[src/rtl/reg_file_param.sv]
// reg_file_param: 2R1W register file with a post-reset clear sweep, zero register, write bypass; ports clk, reset, wr_en/wr_addr/wr_data, rd_addr1/2 -> rd_data1/2, ready, wr_err
module reg_file_param #(
  parameter int DATA_W = 32,
  parameter int ADDR_W = 5,
  parameter logic [DATA_W-1:0] RESET_VAL = '0,
  parameter bit ZERO_REG = 1'b1,
  parameter bit BYPASS = 1'b1
)(
  input  logic              clk,
  input  logic              reset,
  input  logic              wr_en,
  input  logic [ADDR_W-1:0] wr_addr,
  input  logic [DATA_W-1:0] wr_data,
  input  logic [ADDR_W-1:0] rd_addr1,
  input  logic [ADDR_W-1:0] rd_addr2,
  output logic [DATA_W-1:0] rd_data1,
  output logic [DATA_W-1:0] rd_data2,
  output logic              ready,
  output logic              wr_err
);
  localparam int DEPTH = 2**ADDR_W;
  localparam logic [0:0] CLEAR = 1'b0, IDLE = 1'b1;
  logic [0:0] state;
  logic [ADDR_W-1:0] cnt;
  logic [DATA_W-1:0] mem [DEPTH];
  logic we;
  logic [ADDR_W-1:0] wa;
  logic [DATA_W-1:0] wd;
  assign ready = state == IDLE;
  always_comb begin
    we = !reset && (state == CLEAR || (wr_en && !(ZERO_REG && wr_addr == '0)));
    wa = state == CLEAR ? cnt : wr_addr;
    wd = state == CLEAR ? RESET_VAL : wr_data;
  end
  always_ff @(posedge clk)
    if (we) mem[wa] <= wd;
  always_ff @(posedge clk) begin
    if (reset) begin
      state  <= CLEAR;
      cnt    <= '0;
      wr_err <= 1'b0;
    end else if (state == CLEAR) begin
      cnt <= cnt + 1'b1;
      if (&cnt) state <= IDLE;
      if (wr_en) wr_err <= 1'b1;
    end
  end
  function automatic logic [DATA_W-1:0] rd(input logic [ADDR_W-1:0] a);
    return state == CLEAR ? '0 :
           (ZERO_REG && a == '0) ? '0 :
           (BYPASS && wr_en && wr_addr == a) ? wr_data : mem[a];
  endfunction
  assign rd_data1 = rd(rd_addr1);
  assign rd_data2 = rd(rd_addr2);
endmodule

[config.mk]
export PLATFORM = sky130hd
export DESIGN_NAME = reg_file_param
export DESIGN_NICKNAME = d
export VERILOG_FILES = /design/src/rtl/reg_file_param.sv
export SDC_FILE = /design/constraint.sdc
export NUM_CORES = 1
export LEC_CHECK = 0
export BUFFER_PORTS_ARGS = -buffer_cell sky130_fd_sc_hd__buf_4
export CORE_UTILIZATION = 35
export CTS_BUF_LIST = sky130_fd_sc_hd__clkbuf_4
export DETAILED_ROUTE_END_ITERATION = 8
export PLACE_DENSITY = 0.59
export SYNTH_ARGS = -nofsm -noshare
export SYNTH_HDL_FRONTEND = slang
export SYNTH_SLANG_ARGS = --single-unit
[constraint.sdc]
create_clock -name clk -period 10.22 [get_ports clk]
set_clock_uncertainty 0.1 [all_clocks]
set_input_delay 2.044 -clock clk [delete_from_list [all_inputs] [get_ports clk]]
set_output_delay 2.044 -clock clk [all_outputs]
set_load 0.02 [all_outputs]
==> summary.md <==
| Metric | Value |
|---|---|
| Status | finished, final reports clean |
| Worst EP required | about 8.1 ns |
| Gate Count Post-Synth | between 2000 and 3000 |
| Share of the synthesized area in the top cell type | 62.3% |
| Mean cell area of the mapped netlist | around 17 um^2 |
| CTS Sinks | ~1000 |
| Largest net degree at the start of global routing | 106 |
| Initial Utilization | approximately a third |
| P per Cell Area | 159 nW/um^2 |
| Die area | 142000 um^2 |
| Finished Layout Cells | 5152 |
| Layout cells sized above 1 | 31.2% |
| Area growth syn-to-layout | 12.6% |
| CTS H-tree depth | 5 |
| Final Worst Setup Slack | between 2 and 2.5 ns |
| Vias/cell | 6.09 |
| Global routing met2 resource utilization | a little under two fifths |
| Setup TNS | 0 ns |
| Critical path endpoint category | output port |
| Max Clock Freq | 129 MHz |
| Drt first pass iters | 6 |
| Average wire per standard cell | 32.1 um |
| HPWL Detailed | 93800 um |
| Core box area | around 140000 um^2 |
| Clk root buf | clkbuf_4 |
| Final Hold Viols | 0 |
| WS Path Type | primary input to output port |
| Routability congestion estimate | approximately 0.84 |
| Max Fanout on Critical Path | 62 |
| Top post-synthesis cells by area | edfxtp_1 62%, mux4_2 15%, mux2i_1 8.9% |
| Post-Route WL | around 170000 um |
| Area post-placement | 52300 um^2 |
| TritonCTS clock tree | built |
| Antenna Nets Post-Route | 0 |
| Post-CTS Hold Fix Bufs | 0 |
| Post-synth ARST share | 0% |
| Post-route cell area | 55600 um^2 |
| Clock network latency to the later pin of the worst-skew pair | 1.20 ns |
| Vias | roughly 31000 |
| Mapped Area | 49300 um^2 |
| Vias in the first global route | 31100 |
| I/O Buffers | 115 |
| Rel. slew slack | between 10% and 20% |
| Met3 Usage GRT | just over 6% |
| Worst path top cell family by delay | compound AO/OA/AOI/OAI gates |
| Dpl cells | 4699 |
| Layer with the highest usage | met2 |
| CTS Buffer Depth | 4 |
| Top FF cell, synth | edfxtp_1 |
| Yosys reg bits | 1031 |
| WP data arrival | 5.63 ns |
| Clock transition at path regs | 0.05 ns |
| Final worst-path cycle share | 76.1% |
| MaxCap Viol Count | 0 |
| Die height | about 380 um |
| Yosys warns | 0 |
| Initial antenna violation count | 6 |
| Starting DRC count in detailed routing | 3758 |
| Post-layout net count | around 3200 |
| Tot GR Track Use | around 23% |
| Sequential-to-total area share from yosys stat | 62.6% |
| Post-CTS resize count | 0 |
| Fillers | 12700 |
| Slew Limit Fails | 0 |
| Crit path cell chain | buf_8, buf_12, mux4_2, nor2b_1, o311ai_0, a41oi_1, buf_4 |
| Number of flops mapped to enable cells by yosys | between 1000 and 1500 |
| Element type at the critical path start | primary input |
| First-pass GRT wire length | approximately 230000 um |
| Pleak | 18.3 nW |
| Distinct cells, synth | 52 |
| Met1 usage | around 30% |
| Peak VDD IR | 0.111 mV |
| DR DRC count | 0 |
| HP Class | register to register |
| Worst path buffer plus inverter count | 3 |
| RSZ-0062 raised after global routing | no |
| Worst path max stage delay | 1.00 ns |
| Syn nets | 2924 |
| Io pins | between 100 and 150 |
| Setup repair bufs after CTS | 0 |
| Residual overflow from global routing | 0 |
| CP max-delay cell | o311ai_0 |
| Slew @ Worst Pin | 1.26 ns |
| Die X | 377 um |
| Num rows | 137 |
| Most common cell in the netlist | edfxtp_1 |
| Post-route minimum period | 7.78 ns |
| CTS Buf Count | 281 |
| Synth cell count leaders | 1024 x edfxtp_1, 438 x mux2i_1, 320 x mux4_2 |
| Setup Viol. Count Final | 0 |
| Pre-CTS WS | 2.43 ns |
| Leading area contributor after synthesis | edfxtp_1 |
worst reg2reg max path, stage by stage, from the launching register on:
cell and delay, ns:
dfxtp_2 0.31, buf_4 0.40, mux2_2 0.42, a211o_1 0.59, nor2_4 1.02, buf_4 0.53
path summary, 6_finish.rpt:
path	startpoint	end	slack, ns	depth (start not counted)
max	rd_addr2[0]	rd_data2[10]	2.44	7
min	wr_err	wr_err	0.40	2
max reg2reg	ready	mem[29][18]	6.45	5
min reg2reg	wr_err	wr_err	0.40	2
layer usage:
layer | vias up | wire (um)
li1 | 12700 | -
met1 | 16400 | 64300
met2 | 1927 | 78300
met3 | 324 | 17900
met4 | 2 | 4920
met5 | - | 11
where the power goes:
part	internal [mW]	leakage (nW)	switching [mW]	total [mW]
Combinational	0.271	7.22	0.431	0.702
Clock	1.86	1.95	1.66	3.52
Sequential	4.61	9.12	0.0124	4.62
area by class of cell:
cell class	instances	area, um^2	share of cell area (%)
Sequential cell	1031	30900	55.6
Multi-Input combinational cell	1595	17500	31.4
Clock buffer	388	2910	5.24
Tap cell	1876	2350	4.22
Timing Repair Buffer	195	1600	2.87
Clock inverter	56	345	0.621
Antenna cell	9	22.5	0.0405
Inverter	2	7.51	0.0135
flip-flops by register name (all words and copies together) (netlist names):
| name | flops |
|---|---|
| mem | 1024 |
| cnt | 5 |
| wr_err | 1 |
| ready | 1 |
cell usage in the layout (no fill, tap or decap), drive strengths merged, types with 4 or more instances in the layout:
master / Yosys / final
a211o: 9 / 9
a21oi: 26 / 26
a22oi: 60 / 60
a31oi: 32 / 32
a41oi: 32 / 32
and2: 33 / 33
buf: 118 / 194
bufinv: 0 / 5
clkbuf: 126 / 389
clkinv: 0 / 47
dfxtp: 7 / 7
diode: 0 / 9
edfxtp: 1024 / 1024
inv: 2 / 6
mux2: 45 / 45
mux2i: 438 / 438
mux4: 320 / 320
nand2: 55 / 55
nand2b: 6 / 6
nand3: 43 / 43
nor2: 48 / 48
nor2b: 68 / 68
nor4: 4 / 4
o2111ai: 10 / 10
o211a: 25 / 25
o211ai: 7 / 7
o21ai: 136 / 136
o221a: 7 / 7
o221ai: 62 / 62
o22ai: 88 / 88
o311ai: 5 / 5
o31ai: 7 / 7
or2: 4 / 4
xnor2: 4 / 4
xor2: 9 / 9
cell families after synthesis:
family / synth area share, %
AO/OA/AOI/OAI: 7.10
XOR/XNOR: 0.231
adder cells (fa/ha/maj): 0.0507
buffers and inverters: 2.70
flip-flops: 62.6
multiplexers: 24.5
AND/OR/NAND/NOR: 2.80
metrics by stage:
stage / hold slack, ns / util (%) / power [mW]
after floorplan: 0.390 / - / 5.17
after global routing: 0.406 / 39.8 / 9.15
after detailed placement: 0.370 / 37.4 / 5.40
after global placement: 0.353 / 37.4 / 5.40
after CTS: 0.386 / 39.8 / 8.90
final: 0.404 / 39.8 / 8.84
No activity file was read; power rests on OpenSTA's default activity.
